**src/rtl/game_pkg.sv**
```systemverilog
// Shared types and constants for the sprite movement logic.
package game_pkg;

    localparam int unsigned COORD_X_W    = 11;
    localparam int unsigned COORD_Y_W    = 10;
    localparam int unsigned CALC_W       = 13;
    localparam int unsigned SCREEN_MAX_X = 1279;
    localparam int unsigned SCREEN_MAX_Y = 799;

    typedef struct packed {
        logic up;
        logic down;
        logic left;
        logic right;
    } dir_t;

    typedef enum logic [1:0] {
        IDLE,
        SAMPLE,
        CALC,
        COMMIT
    } move_state_t;

    // Opposing buttons pressed together cancel on that axis.
    function automatic dir_t resolve_dir(input dir_t d);
        dir_t r;
        r = d;
        if (d.up && d.down) begin
            r.up   = 1'b0;
            r.down = 1'b0;
        end
        if (d.left && d.right) begin
            r.left  = 1'b0;
            r.right = 1'b0;
        end
        return r;
    endfunction

endpackage

```
**src/rtl/btn_sync.sv**
```systemverilog
// N-bit two-flop synchroniser for asynchronous button inputs.
module btn_sync #(
    parameter int unsigned N = 4
) (
    input  logic         clk,
    input  logic         rst,
    input  logic [N-1:0] d,
    output logic [N-1:0] q
);

    logic [N-1:0] meta;

    always_ff @(posedge clk or posedge rst) begin
        if (rst) begin
            meta <= '0;
            q    <= '0;
        end else begin
            meta <= d;
            q    <= meta;
        end
    end

endmodule

```
**src/rtl/sprite_move_ctrl.sv**
```systemverilog
// Frame-synchronous sprite movement controller with on-screen clamping.
// Optional acceleration enabled by defining SPRITE_MOVE_ACCEL_EN.
module sprite_move_ctrl
    import game_pkg::*;
#(
    parameter int unsigned MAX_X           = SCREEN_MAX_X,
    parameter int unsigned MAX_Y           = SCREEN_MAX_Y,
    parameter int unsigned SPR_W           = 140,
    parameter int unsigned SPR_H           = 100,
    parameter int unsigned STEP            = 1,
    parameter int unsigned FRAMES_PER_MOVE = 1,
    parameter int unsigned START_X         = 520,
    parameter int unsigned START_Y         = 300
) (
    input  logic                 clk,
    input  logic                 rst,
    input  logic                 in_up,
    input  logic                 in_down,
    input  logic                 in_left,
    input  logic                 in_right,
    input  logic                 vblank_start,
    output logic [COORD_X_W-1:0] pos_x,
    output logic [COORD_Y_W-1:0] pos_y,
    output logic                 pos_valid,
    output logic                 moving
);

    localparam int unsigned LIM_X    = MAX_X - SPR_W + 1;
    localparam int unsigned LIM_Y    = MAX_Y - SPR_H + 1;
    localparam int unsigned FCNT_W   = 8;
    localparam logic [FCNT_W-1:0] FPM_LAST = FCNT_W'(FRAMES_PER_MOVE - 1);

    logic [3:0]           btn_s;
    dir_t                 btn_dir_c;
    dir_t                 dir_new_c;
    dir_t                 dir;
    move_state_t          state;
    logic [FCNT_W-1:0]    frame_cnt;
    logic [COORD_X_W-1:0] nx_q;
    logic [COORD_Y_W-1:0] ny_q;

    logic signed [CALC_W-1:0] step_c;
    logic signed [CALC_W-1:0] cur_x_c, cur_y_c, nx_raw_c, ny_raw_c;
    logic [COORD_X_W-1:0]     nx_clamp_c;
    logic [COORD_Y_W-1:0]     ny_clamp_c;

    btn_sync #(.N(4)) u_btn_sync (
        .clk (clk),
        .rst (rst),
        .d   ({in_up, in_down, in_left, in_right}),
        .q   (btn_s)
    );

    assign btn_dir_c = dir_t'(btn_s);
    assign dir_new_c = resolve_dir(btn_dir_c);

`ifdef SPRITE_MOVE_ACCEL_EN
    logic [2:0] run_cnt;
    logic [1:0] step_sh;
    assign step_c = $signed(CALC_W'(STEP) << step_sh);
`else
    assign step_c = $signed(CALC_W'(STEP));
`endif

    // Next position from the latched direction, clamped so the sprite stays visible.
    always_comb begin
        cur_x_c  = $signed(CALC_W'(pos_x));
        cur_y_c  = $signed(CALC_W'(pos_y));
        nx_raw_c = cur_x_c;
        ny_raw_c = cur_y_c;
        if (dir.right)     nx_raw_c = cur_x_c + step_c;
        else if (dir.left) nx_raw_c = cur_x_c - step_c;
        if (dir.down)      ny_raw_c = cur_y_c + step_c;
        else if (dir.up)   ny_raw_c = cur_y_c - step_c;

        if (nx_raw_c[CALC_W-1])                       nx_clamp_c = '0;
        else if (nx_raw_c > $signed(CALC_W'(LIM_X)))  nx_clamp_c = COORD_X_W'(LIM_X);
        else                                          nx_clamp_c = COORD_X_W'(nx_raw_c);

        if (ny_raw_c[CALC_W-1])                       ny_clamp_c = '0;
        else if (ny_raw_c > $signed(CALC_W'(LIM_Y)))  ny_clamp_c = COORD_Y_W'(LIM_Y);
        else                                          ny_clamp_c = COORD_Y_W'(ny_raw_c);
    end

    always_ff @(posedge clk or posedge rst) begin
        if (rst) begin
            state     <= IDLE;
            frame_cnt <= '0;
            dir       <= '0;
            nx_q      <= COORD_X_W'(START_X);
            ny_q      <= COORD_Y_W'(START_Y);
            pos_x     <= COORD_X_W'(START_X);
            pos_y     <= COORD_Y_W'(START_Y);
            pos_valid <= 1'b0;
            moving    <= 1'b0;
`ifdef SPRITE_MOVE_ACCEL_EN
            run_cnt   <= '0;
            step_sh   <= '0;
`endif
        end else begin
            pos_valid <= 1'b0;
            case (state)
                // vblank pulses are only counted here; elsewhere they are dropped.
                IDLE: begin
                    if (vblank_start) begin
                        if (frame_cnt == FPM_LAST) begin
                            frame_cnt <= '0;
                            state     <= SAMPLE;
                        end else begin
                            frame_cnt <= frame_cnt + FCNT_W'(1);
                        end
                    end
                end
                SAMPLE: begin
                    dir   <= dir_new_c;
                    state <= CALC;
`ifdef SPRITE_MOVE_ACCEL_EN
                    if ((dir_new_c != '0) && (dir_new_c == dir)) begin
                        run_cnt <= run_cnt + 3'd1;
                        if ((run_cnt == 3'd7) && (step_sh != 2'd3))
                            step_sh <= step_sh + 2'd1;
                    end else begin
                        run_cnt <= '0;
                        step_sh <= '0;
                    end
`endif
                end
                CALC: begin
                    nx_q  <= nx_clamp_c;
                    ny_q  <= ny_clamp_c;
                    state <= COMMIT;
                end
                COMMIT: begin
                    pos_x     <= nx_q;
                    pos_y     <= ny_q;
                    moving    <= (nx_q != pos_x) || (ny_q != pos_y);
                    pos_valid <= 1'b1;
                    state     <= IDLE;
                end
                default: state <= IDLE;
            endcase
        end
    end

endmodule
```
**config.mk**
```make
export PLATFORM = sky130hd
export DESIGN_NAME = sprite_move_ctrl
export DESIGN_NICKNAME = d
export VERILOG_FILES = /design/src/rtl/game_pkg.sv /design/src/rtl/btn_sync.sv /design/src/rtl/sprite_move_ctrl.sv
export SDC_FILE = /design/constraint.sdc
export NUM_CORES = 1
export LEC_CHECK = 0
export CAP_MARGIN = 20
export CORE_MARGIN = 3
export CORE_UTILIZATION = 60
export CTS_CLUSTER_DIAMETER = 50
export DETAILED_ROUTE_END_ITERATION = 8
export GPL_TIMING_DRIVEN = 0
export PLACE_DENSITY = 0.82
export SLEW_MARGIN = 30
export SYNTH_ARGS = -nofsm -noshare
export SYNTH_HDL_FRONTEND = slang
export SYNTH_SLANG_ARGS = --single-unit
```
**constraint.sdc**
```tcl
create_clock -name clk -period 4.55 [get_ports clk]
set_clock_uncertainty 0.1 [all_clocks]
set_input_delay 0.455 -clock clk [delete_from_list [all_inputs] [get_ports clk]]
set_output_delay 0.455 -clock clk [all_outputs]
set_load 0.05 [all_outputs]
```
; ---- After elaboration in Yosys (flattened, before gate mapping)
; Index checks and enable logic that the tools add are counted.
[word_totals]
ff_bits = 66
inputBits = 7
out_inout_bits = 23
[classes]
add_sub_neg = 5
n_lt_le_gt_ge = 2
eq_ne = 7
mux = 15
reduce_logical = 7
[ops]
columns = operator, count
row1 = $mux W13, 4
row2 = $mux W11, 2
row3 = $mux W10, 2
row4 = $gt A13 B11 Y1 const B, 1
row5 = $gt A13 B12 Y1 const B, 1
row6 = $add A11 B1 Y12 const B, 1
row7 = $sub A11 B1 Y12 const B, 1
row8 = $add A10 B1 Y11 const B, 1
row9 = $ne A11 B11 Y1, 1
row10 = $sub A10 B1 Y11 const B, 1
row11 = $ne A10 B10 Y1, 1
row12 = $add A8 B1 Y8 const B, 1
row13 = $logic_not A8 Y1, 1
row14 = $mux W2, 4
row15 = $mux W8, 1
row16 = $pmux W2 S4, 1
row17 = $eq A2 B2 Y1 const B, 2
row18 = $ne A2 B2 Y1 const B, 2
row19 = $reduce_and A2 Y1, 2
row20 = $eq A2 B1 Y1 const B, 1
row21 = $logic_and A1 B1 Y1, 2
row22 = $logic_not A2 Y1, 1
row23 = $logic_or A1 B1 Y1, 1
row24 = $mux W1, 1

; ---- Longest topological paths before layout
[logic_depth]
word_depth = 6
mapped_depth = 10
depth_no_buf = 9

; ---- Modules after synthesis
; Synthesis repeated with hierarchy kept, for this count alone.
[hier_totals]
cells_unflattened = 397
area_unflattened_um2 = 3892.5
[by_module_without_submodules]
columns = mod, n_inst, cells_each, area_each_um2, seq_area_each_um2
row1 = sprite_move_ctrl, 1, 388, 3688.5, 1466.4
row2 = btn_sync, 1, 9, 203.9, 200.2

; ---- Worst setup path before layout
; Ideal clock, no wire load.
[synth_path]
path_type = reg-to-reg
startpoint = register pos_x[0]
endpoint = register nx_q[0]
arrival_ps = 2513
t_required_ps = 4329
setup_slack_ps = 1816
stages_incl_launch_ff = 9
path_buffers = 1
synth_period_minus_slack_ps = 2734
path_cell_list = dfrtp_1 > buf_6 > or4b_4 > or3_1 > a211oi_2 > o221ai_2 > a41oi_4 > nor2_2 > a22o_1
[synth_via]
elab_chain_cells = 6
[synth_lines]
columns = element, line_no
row1 = "start, declared", sprite_move_ctrl.sv:22  ; output logic [COORD_X_W-1:0] pos_x,
row2 = "start signal, assigned", sprite_move_ctrl.sv:92  ; pos_x <= COORD_X_W'(START_X);
row3 = "start signal, assigned", sprite_move_ctrl.sv:134  ; pos_x <= nx_q;
row4 = $sub A11 B1 Y12, sprite_move_ctrl.sv:72  ; else if (dir.left) nx_raw_c = cur_x_c - step_c;
row5 = $mux W13, sprite_move_ctrl.sv:72
row6 = $mux W13 *, sprite_move_ctrl.sv:71  ; if (dir.right) nx_raw_c = cur_x_c + step_c;
row7 = $gt A13 B12 Y1, sprite_move_ctrl.sv:77  ; else if (nx_raw_c > $signed(CALC_W'(LIM_X))) nx_clamp_c = COORD_X_W'(LIM_X);
row8 = $mux W11, sprite_move_ctrl.sv:77
row9 = $mux W11 *, sprite_move_ctrl.sv:76  ; if (nx_raw_c[CALC_W-1]) nx_clamp_c = '0;
row10 = "end signal, assigned", sprite_move_ctrl.sv:90  ; nx_q <= COORD_X_W'(START_X);
row11 = "end signal, assigned", sprite_move_ctrl.sv:129  ; nx_q <= nx_clamp_c;
row12 = "end, declared", sprite_move_ctrl.sv:39  ; logic [COORD_X_W-1:0] nx_q;
; Mark *: on every way between the ends. The rest lies on a longest branch, timed or not.
; A chain may end at the register's enable or synchronous reset.

; ---- Worst setup path in the final report
[layout_path]
startpoint = register pos_y[5]
endpoint = register ny_q[1]
[layout_via]
elab_chain_cells = 6
[layout_lines]
columns = element, line_no
row1 = "start, declared", sprite_move_ctrl.sv:23  ; output logic [COORD_Y_W-1:0] pos_y,
row2 = "start signal, assigned", sprite_move_ctrl.sv:93  ; pos_y <= COORD_Y_W'(START_Y);
row3 = "start signal, assigned", sprite_move_ctrl.sv:135  ; pos_y <= ny_q;
row4 = $sub A10 B1 Y11, sprite_move_ctrl.sv:74  ; else if (dir.up) ny_raw_c = cur_y_c - step_c;
row5 = $mux W13, sprite_move_ctrl.sv:74
row6 = $mux W13 *, sprite_move_ctrl.sv:73  ; if (dir.down) ny_raw_c = cur_y_c + step_c;
row7 = $gt A13 B11 Y1, sprite_move_ctrl.sv:81  ; else if (ny_raw_c > $signed(CALC_W'(LIM_Y))) ny_clamp_c = COORD_Y_W'(LIM_Y);
row8 = $mux W10, sprite_move_ctrl.sv:81
row9 = $mux W10 *, sprite_move_ctrl.sv:80  ; if (ny_raw_c[CALC_W-1]) ny_clamp_c = '0;
row10 = "end signal, assigned", sprite_move_ctrl.sv:91  ; ny_q <= COORD_Y_W'(START_Y);
row11 = "end signal, assigned", sprite_move_ctrl.sv:130  ; ny_q <= ny_clamp_c;
row12 = "end, declared", sprite_move_ctrl.sv:40  ; logic [COORD_Y_W-1:0] ny_q;
; Marked as above.

==> out/results.ini <==
[clocking]
cts_root_buf=clkbuf_8
cts_sinks=66
clock_path_buffers=2
postCtsHoldBufs=0
post-cts-setup-buffers=0
h-tree-depth=3
clkTransAtPathRegs_ns=0.07
cts_buffers=9
cts_tree=built
clk_latency_ns=0.33
post_cts_resized=0

[worst_setup_path]
r2r-end=ny_q[1]
critPathKind=flip-flop to flip-flop
cp.required_ns=4.71
cp-end-kind=flip-flop
worstPathArrival_ns=2.89
regToRegSetupSlack_ns=1.82
cp_max_fo=9
r2r_cells=8
worstSetupStartpointType=flip-flop
rr_startpoint=pos_y[5]

[global_route]
grtUsageMet1_pct=34.5
grt_start_max_net_pins=36
antenna_found_initial=0
overflow=0
grt_pass1_wl_um=14400
use_met3_pct=3.52
track_usage_pct=24.7
grt_pass1_vias=2968
grtUsageMet2_pct=39.6
grt_busiest_layer=met2

[timing]
drv_slew=0
hold_viol=0
report.final.setup_viol=0
fin_tns_setup_ns=0
fin_crit_sh_pct=60.0
hold_slack_ns=0.253
worst_slew_pin_slew_ns=0.597
fmax_mhz=366
rsz0062_at_grt=no
max-slew-margin-rel_pct=59.8
final.min_clock_period_ns=2.73

[final_layout]
drive_above_1_share_pct=14.0
fillers=455
nNetsFinal=443
multi_input_area_um2=2030
final_cell_mix=dfrtp_1 (54), clkdlybuf4s50_1 (29), nand2_1 (23), xor2_1 (23)
final_common_cell=dfrtp_1
area_growth_syn_to_layout_pct=15.5
n_antenna_cell=0
seq_area_um2=1670

[route]
viasPerCell=6.06
drc=0
vias=3058
wl_per_cell_um=16.3
totalWireLength_um=8230
drt_first_iter_violations=226
firstDrtPassIters=4
ant_nets=0

[synthesis]
ys_ff_latch=66
syn_area_um2=3870
syn-num-nets=402
yosys_warnings=0
seq_area_frac_synth_pct=43.1
async_flop_share_pct=100
syn_inst=384
synth.avg_cell_area_um2=10.1
synth_edf_count=0
synth_cell_types=63
synthFlopType=dfrtp_1

[placement]
dp_hpwl_um=6030
port_buffers=29
gp_congestion=0.916

[hold_path]
hold_path_class=flip-flop to flip-flop
hold_depth=0
min_from=u_btn_sync.meta[0]
hold_end=u_btn_sync.q[0]

[die]
die_area_um2=7440
start_util_pct=63.4
fp.coreArea_um2=6100
fp.dieH_um=86.3
row_count=28
die_x_um=86.3
boundaryPins=30

[pwr]
p_leak_nw=1.87
ir_drop_v=0.000503
power_density_nw_per_um2=756

[run]
cap_violations=0

[status]
status=finished clean

[worst max-delay path by stage]
stage | start | endpoint | slack [ns] | cells after the start
after CTS | pos_y[5] | ny_q[1] | 1.83 | 8
final | pos_y[5] | ny_q[1] | 1.82 | 8
after floorplan | pos_x[0] | nx_q[0] | 1.82 | 8
after global placement | rst | nx_q[8] | 1.29 | 2
after global routing | pos_y[2] | ny_q[1] | 1.56 | 8
after detailed placement | pos_y[5] | ny_q[1] | 1.88 | 8
[report_power, final]
part	internal (mW)	switching [mW]	total [mW]	leakage, nW
clock network	0.252	0.228	0.480	0.0990
logic	0.719	1.14	1.86	0.965
registers	0.823	0.220	1.04	0.809
total	1.79	1.58	3.38	1.87
[critical path, cell delays in order, from the launching register on]
cell and delay [ns]:
dfstp_2 0.55, clkbuf_1 0.34, nor4_1 0.12, and3_1 0.20, clkbuf_1 0.17, o31ai_1 0.55
a211oi_1 0.20, o22a_1 0.27, o2bb2ai_1 0.15
[sequential cells by signal (all words and copies together) (netlist names)]
signal and count:
u_btn_sync.q 4, pos_valid 1, frame_cnt 8, moving 1, ny_q 10, pos_y 10
state 2, pos_x 11, nx_q 11, u_btn_sync.meta 4, dir 4
[layer usage]
metal  wire, um  vias up
li1           -     1483
met1       3820     1474
met2       3880       86
met4        162        0
met3        367       15
met5          0        -
[per-stage QoR]
stage / instance area, um^2 / utilization, % / power, mW / instances / setup slack (ns)
after detailed placement: 4270 / 70.1 / 2.89 / 489 / 1.88
after CTS: 4470 / 73.3 / 3.39 / 505 / 1.83
after floorplan: 3870 / - / 2.40 / 384 / 1.82
after global placement: 4250 / 69.7 / 2.83 / 488 / 1.29
final: 4470 / 73.3 / 3.38 / 505 / 1.82
after global routing: 4470 / 73.3 / 3.63 / 505 / 1.56
[cells in the mapped netlist, types with 5 or more instances]
library cell,number,share of area (%)
nor4_1,6,0.97
and3_1,7,1.1
dfstp_2,12,8.2
o21ai_1,6,0.78
inv_1,18,1.7
nor2_1,21,2.0
dfrtp_1,54,35
xor2_1,23,5.2
nand4_1,11,1.8
clkbuf_1,21,2.0
mux2_2,16,4.7
nand3_1,7,0.91
nand3b_1,8,1.6
a22oi_1,5,0.97
nand2_1,23,2.2
xnor2_1,20,4.5
ha_1,11,3.6
nor3_1,14,1.8
o21ai_0,14,1.8
a21oi_1,9,1.2
o2bb2ai_1,12,2.7
[kinds of logic (layout without fill, tap and decap cells)]
family / after synthesis / after routing / share of synthesized area [%]
muxes: 19 / 19 / 5.47
DFF: 66 / 66 / 43.1
adders and majority gates: 11 / 11 / 3.56
xor gates and xnor gates: 43 / 43 / 9.74
and+or+nand+nor: 121 / 121 / 17.9
buffers and inverters: 42 / 88 / 4.30
AOI/OAI and AO/OA: 82 / 82 / 16.0
[final cells by class]
type                    instances  share of cell area, %
plain buffers                  24                   2.21
clock buffers                   9                   2.77
clock inverters                 7                   1.57
inverters                      18                   1.57
multi-input cells             276                   45.5
flip-flops and latches         66                   37.3
well taps                      75                   2.10
repair buffers                 30                   6.95
Power figures use the tool's default switching activity.
